==> src/rtl/shiftregs_rx.sv <==
// rtl/shiftregs_rx.sv - receive side of the static/dynamic shift-register configuration link
// Optional SHIFTREGS_RX_STICKY_ERR_EN: adds clr_err and makes err_len/err_proto sticky.
module shiftregs_rx #(
   parameter int SIZESRSTAT  = 88,
   parameter int SIZESRDYN   = 16,
   parameter int SIZEADDRMUX = 7
) (
   input  logic                  CLK,
   input  logic                  RST_N,
   input  logic                  sel_stat,
   input  logic                  sel_dyn,
   input  logic                  en_fin,
   input  logic                  signal_in,
`ifdef SHIFTREGS_RX_STICKY_ERR_EN
   input  logic                  clr_err,
`endif
   output logic [SIZESRSTAT-1:0] stat_out,
   output logic [SIZESRDYN-1:0]  dyn_out,
   output logic                  frame_valid,
   output logic                  err_len,
   output logic                  err_proto
);

   typedef enum logic [1:0] {IDLE, SHIFT_STAT, SHIFT_DYN, WAIT_FIN} state_t;

   localparam logic [SIZEADDRMUX-1:0] C_STAT = SIZEADDRMUX'(SIZESRSTAT);
   localparam logic [SIZEADDRMUX-1:0] C_DYN  = SIZEADDRMUX'(SIZESRDYN);

   state_t                 r_state;
   logic [SIZESRSTAT-1:0]  r_shadow_stat;
   logic [SIZESRDYN-1:0]   r_shadow_dyn;
   logic [SIZEADDRMUX-1:0] r_cnt_stat;
   logic [SIZEADDRMUX-1:0] r_cnt_dyn;
   logic [SIZESRSTAT-1:0]  r_stat_out;
   logic [SIZESRDYN-1:0]   r_dyn_out;
   logic                   r_frame_valid;
   logic                   r_err_len;
   logic                   r_err_proto;

   logic w_sel_any, w_both, w_shift_stat, w_shift_dyn;
   logic w_len_ok, w_commit, w_set_len, w_set_proto, w_keep_err;

   assign w_sel_any    = sel_stat | sel_dyn;
   assign w_both       = sel_stat & sel_dyn;
   assign w_shift_stat = ~en_fin & sel_stat & ~sel_dyn;
   assign w_shift_dyn  = ~en_fin & sel_dyn & ~sel_stat;
   assign w_len_ok     = (r_cnt_stat == C_STAT) && (r_cnt_dyn == C_DYN);
   assign w_commit     = en_fin & ~w_sel_any & w_len_ok;
   assign w_set_len    = en_fin & ~w_sel_any & ~w_len_ok;
   // A sel collision, or a sel coinciding with the end strobe, is a framing fault.
   assign w_set_proto  = w_both | (en_fin & w_sel_any);

`ifdef SHIFTREGS_RX_STICKY_ERR_EN
   assign w_keep_err = ~clr_err;
`else
   assign w_keep_err = 1'b0;
`endif

   always_ff @(posedge CLK or negedge RST_N) begin
      if (!RST_N) begin
         r_state <= IDLE;
      end else if (en_fin) begin
         r_state <= IDLE;
      end else if (!w_both) begin
         case (r_state)
            SHIFT_STAT: r_state <= sel_stat ? SHIFT_STAT : (sel_dyn ? SHIFT_DYN : WAIT_FIN);
            SHIFT_DYN:  r_state <= sel_dyn ? SHIFT_DYN : (sel_stat ? SHIFT_STAT : WAIT_FIN);
            default: begin
               if (sel_stat)     r_state <= SHIFT_STAT;
               else if (sel_dyn) r_state <= SHIFT_DYN;
            end
         endcase
      end
   end

   always_ff @(posedge CLK or negedge RST_N) begin
      if (!RST_N) begin
         r_shadow_stat <= '0;
         r_shadow_dyn  <= '0;
         r_cnt_stat    <= '0;
         r_cnt_dyn     <= '0;
      end else if (en_fin) begin
         r_cnt_stat <= '0;
         r_cnt_dyn  <= '0;
      end else begin
         // Counters saturate so an over-long segment can never wrap back to a legal length.
         if (w_shift_stat) begin
            r_shadow_stat <= {r_shadow_stat[SIZESRSTAT-2:0], signal_in};
            if (r_cnt_stat != '1) r_cnt_stat <= r_cnt_stat + 1'b1;
         end
         if (w_shift_dyn) begin
            r_shadow_dyn <= {r_shadow_dyn[SIZESRDYN-2:0], signal_in};
            if (r_cnt_dyn != '1) r_cnt_dyn <= r_cnt_dyn + 1'b1;
         end
      end
   end

   always_ff @(posedge CLK or negedge RST_N) begin
      if (!RST_N) begin
         r_stat_out    <= '0;
         r_dyn_out     <= '0;
         r_frame_valid <= 1'b0;
         r_err_len     <= 1'b0;
         r_err_proto   <= 1'b0;
      end else begin
         if (w_commit) begin
            r_stat_out <= r_shadow_stat;
            r_dyn_out  <= r_shadow_dyn;
         end
         r_frame_valid <= w_commit;
         r_err_len     <= w_set_len | (r_err_len & w_keep_err);
         r_err_proto   <= w_set_proto | (r_err_proto & w_keep_err);
      end
   end

   assign stat_out    = r_stat_out;
   assign dyn_out     = r_dyn_out;
   assign frame_valid = r_frame_valid;
   assign err_len     = r_err_len;
   assign err_proto   = r_err_proto;

endmodule

==> config.mk <==
export PLATFORM = sky130hd
export DESIGN_NAME = shiftregs_rx
export DESIGN_NICKNAME = d
export VERILOG_FILES = /design/src/rtl/shiftregs_rx.sv
export SDC_FILE = /design/constraint.sdc
export NUM_CORES = 1
export LEC_CHECK = 0
export CORE_AREA = 2 2 98 194
export DETAILED_ROUTE_END_ITERATION = 10
export DIE_AREA = 0 0 100 196
export PLACE_DENSITY = 0.75
export SLEW_MARGIN = 25
export SYNTH_ARGS = -nofsm -noshare
export SYNTH_HDL_FRONTEND = slang
export SYNTH_SLANG_ARGS = --single-unit
==> constraint.sdc <==
create_clock -name CLK -period 1.93 [get_ports CLK]
set_clock_uncertainty 0.2 [all_clocks]
set_input_delay 0.193 -clock CLK [delete_from_list [all_inputs] [get_ports CLK]]
set_output_delay 0.193 -clock CLK [all_outputs]
set_load 0.02 [all_outputs]
==> run_results.csv <==
group,metric,value,unit
power_and_ir_drop,pwr-share-comb,4.5,%
power_and_ir_drop,power.share.clock,44.0,%
synth,synth.area.top_cells,"dfrtp_1, mux2_2, mux2_4",
clock_tree,cts.sinks,225,
power_and_ir_drop,power.share.switching,21.9,%
clock_tree,cts_max_level,1,
route,drt-total-wl,17.6,mm
placed_design,place_inst,866,
placed_design,detailedPlace.worstSlack,-0.233,ns
floorplan,dieHeight,196,um
route,dr.max_layer_used,"met4",
floorplan,rows,70,
worst_setup_path,cp.required,2.10,ns
synth,synth-async-reset-ratio,100,%
worst_setup_path,r2r_start,"r_cnt_dyn[0]$_DFFE_PN0P_",
sta,fin_ws,-0.112,ns
power_and_ir_drop,switchingPower,2140,uW
floorplan,floorplan.die_area,19600,um^2
power_and_ir_drop,p_int,7640,uW
synth,syn_nets,541,
clock_tree,numCtsBuffers,21,
route,vias,4897,
clock_tree,insertion_delay,0.49,ns
worst_setup_path,rrSetupSlack,-0.11,ns
sta,period_share,106,%
route,drc,0,
job,drv_cap,0,
worst_setup_path,cp.arrival,2.21,ns
global_route,overflow,0,
outcome,status,"finished, violations left",
route,wl_met2,10.0,mm
synth,netlist_top_cells_count,"dfrtp_1, mux2_2, mux2_4",
final_layout,final_layout_size_suffix_gt1_share,42.1,%
final_layout,antennaDiodeCount,0,
synth,ys_ff_latch,225,
synth,netlist.area_leader.share,63.2,%
floorplan,core-area,18200,um^2
sta,slew_headroom,72.6,%
sta,setup_viol,104,
clock_tree,clk_pin_slew_worst_paths,0.06,ns
clock_tree,cts.path.max_buffers,3,
synth,yosysMostFrequentCell,"dfrtp_1",
worst_setup_path,cp-end-kind,"flip-flop",
placed_design,dp_hpwl,11.1,mm
outcome,violations,"hold timing, setup timing",
placed_design,globalplace.congestion,0.818,
route,routedWlPerCell,19.3,um
sta,worst_hold_slack,-0.00352,ns
synth,ys.flop_type,"dfrtp_1",
route,wl_met1,6.53,mm
clock_tree,cts_root_buf,"clkbuf_16",
synth,synth_cell_types,34,
final_layout,area_delta_synth_final,28.7,%
route,detail-route-antenna-nets,0,
route,post_drt_via_cell_ratio,5.36,
synth,synth_area,8910,um^2
worst_setup_path,timing.rr.end,"stat_out[46]$_DFFE_PN0P_",
sta,slew_viol_final,0,
global_route,grt_pass1_wl,28.5,mm
power_and_ir_drop,p_leak,0.00584,uW
final_layout,fin_nets,694,
global_route,antenna_found_initial,0,
power_and_ir_drop,cellPowerDensity,853,nW/um^2
sta,hold_viol,2,
synth,ys_seq_area_share,63.2,%
worst_setup_path,worst_setup_path_start_kind,"flip-flop",
synth,synth_area_per_cell,16.8,um^2
sta,worstMarginPinSlew,0.411,ns
sta,fin_crit,2.04,ns
synth,synth_edf_count,0,
clock_tree,cts_tree,"yes",
floorplan,die-width,100,um
route,firstDrtPassIters,4,
power_and_ir_drop,ir_worst_vdd,0.734,mV
floorplan,initial_core_util,48.9,%
floorplan,ios,113,
route,drtIter0Drc,169,
synth,yosys.area.top_type,"dfrtp_1",
placed_design,port_buffers,112,
power_and_ir_drop,seqPwrFrac,51.4,%
worst_setup_path,r2r_cells,7,
route,wl_met3,760,um
worst_setup_path,crit_type,"flip-flop to flip-flop",
sta,rsz0062_at_grt,"yes",
sta,fmax,490,MHz
worst_setup_path,crit_path_max_fanout,12,
synth,synth_warnings,0,
global_route,grt_util_all_layers,18.1,%
final_layout,stdcell_count,914,
synth,synthCells,531,
global_route,grt_pass1_vias,5453,
hold_path,hp-class,"input pin to asynchronous set/reset pin",
global_route,grt_max_degree,51,
registers in the layout, summed over array words and instances, names as in the netlist:
register,cells
r_shadow_dyn,16
dyn_out,16
frame_valid,1
r_shadow_stat,88
r_cnt_stat,7
r_cnt_dyn,7
err_len,1
stat_out,88
err_proto,1
cell usage in the layout (no fill, tap or decap), drive strengths merged, types with 4 or more instances in the layout:
cell type,count
a211oi,5
a21oi,5
a31oi,4
a41oi,4
and3,4
buf,40
clkbuf,29
clkdlybuf4s50,103
dfrtp,225
dlymetal6s2s,5
ha,4
inv,9
mux2,210
nand2b,6
nor2,8
layer usage:
layer  global-route usage [%]  vias up
li1                         -     2209
met1                     20.6     2542
met3                     3.14       24
met5                        0        -
met4                     4.77        0
met2                     34.3      122
worst max path at each step:
| stage | start | endpoint | slack (ns) | cells after the start |
|---|---|---|---|---|
| after detailed placement | sel_dyn | r_shadow_stat[76]$_DFFE_PN0P_ | -0.23 | 6 |
| after global placement | sel_dyn | r_shadow_stat[11]$_DFFE_PN0P_ | -0.18 | 6 |
| after global routing | r_cnt_dyn[0]$_DFFE_PN0P_ | stat_out[53]$_DFFE_PN0P_ | -0.17 | 7 |
| after floorplan | r_cnt_stat[2]$_DFFE_PN0P_ | dyn_out[0]$_DFFE_PN0P_ | 0.01 | 6 |
| after CTS | r_cnt_dyn[0]$_DFFE_PN0P_ | stat_out[20]$_DFFE_PN0P_ | -0.13 | 7 |
| final | r_cnt_dyn[0]$_DFFE_PN0P_ | stat_out[46]$_DFFE_PN0P_ | -0.11 | 7 |
area by class of cell:
class,count,area [um^2]
clock buffers,27,568
clock inverters,10,148
fillers,1354,6760
inverters,6,22.5
multi-input cells,275,3110
flip-flops and latches,225,5630
well taps,216,270
repair buffers,155,1710
critical path, stage by stage, from the launching register on:
cell	delay [ns]
dfrtp_1	0.37
inv_2	0.05
ha_2	0.17
and4bb_2	0.27
nand4_4	0.10
buf_12	0.19
clkbuf_16	0.21
mux2_2	0.35
cells by family (layout without fill, tap and decap cells):
kind of cell,Yosys count,count (layout),synth area share (%)
simple gates,36,36,2.89
buf+inv,31,198,2.16
mux,212,212,29.3
compound gates,22,22,1.74
fa+ha+maj,5,5,0.674
flops,225,225,63.2
power groups by stage:
stage / sequential [uW] / clock (uW) / combinational (uW)
2_1_floorplan: 5070 / 0 / 239
3_3_place_gp: 5100 / 0 / 421
3_5_place_dp: 5110 / 0 / 442
4_1_cts: 5020 / 4410 / 452
5_1_grt: 5040 / 4600 / 495
6_report: 5030 / 4300 / 444
metrics by stage:
| step | hold WS, ns | utilization, % | power, uW | area, um^2 | setup TNS (ns) |
|---|---|---|---|---|---|
| floorplan | -0.303 | - | 5310 | 8910 | 0 |
| global placement | -0.0790 | 57.6 | 5520 | 10500 | -29.66 |
| detailed placement | -0.0798 | 57.6 | 5560 | 10500 | -36.48 |
| CTS | 0.00631 | 62.4 | 9890 | 11400 | -8.93 |
| global route | 0.0187 | 62.9 | 10100 | 11500 | -14.20 |
| finish | -0.00352 | 62.9 | 9780 | 11500 | -8.23 |
repair_timing:
item                                    CTS  global route
cloned                                    3             3
hold buffers                              2             0
buffers inserted                          2             1
gates resized for setup                  16             8
endpoints found under the setup margin  107           109
pin swaps                                 1             0
endpoints found under the hold margin   225             0
Power figures use the tool's default switching activity.
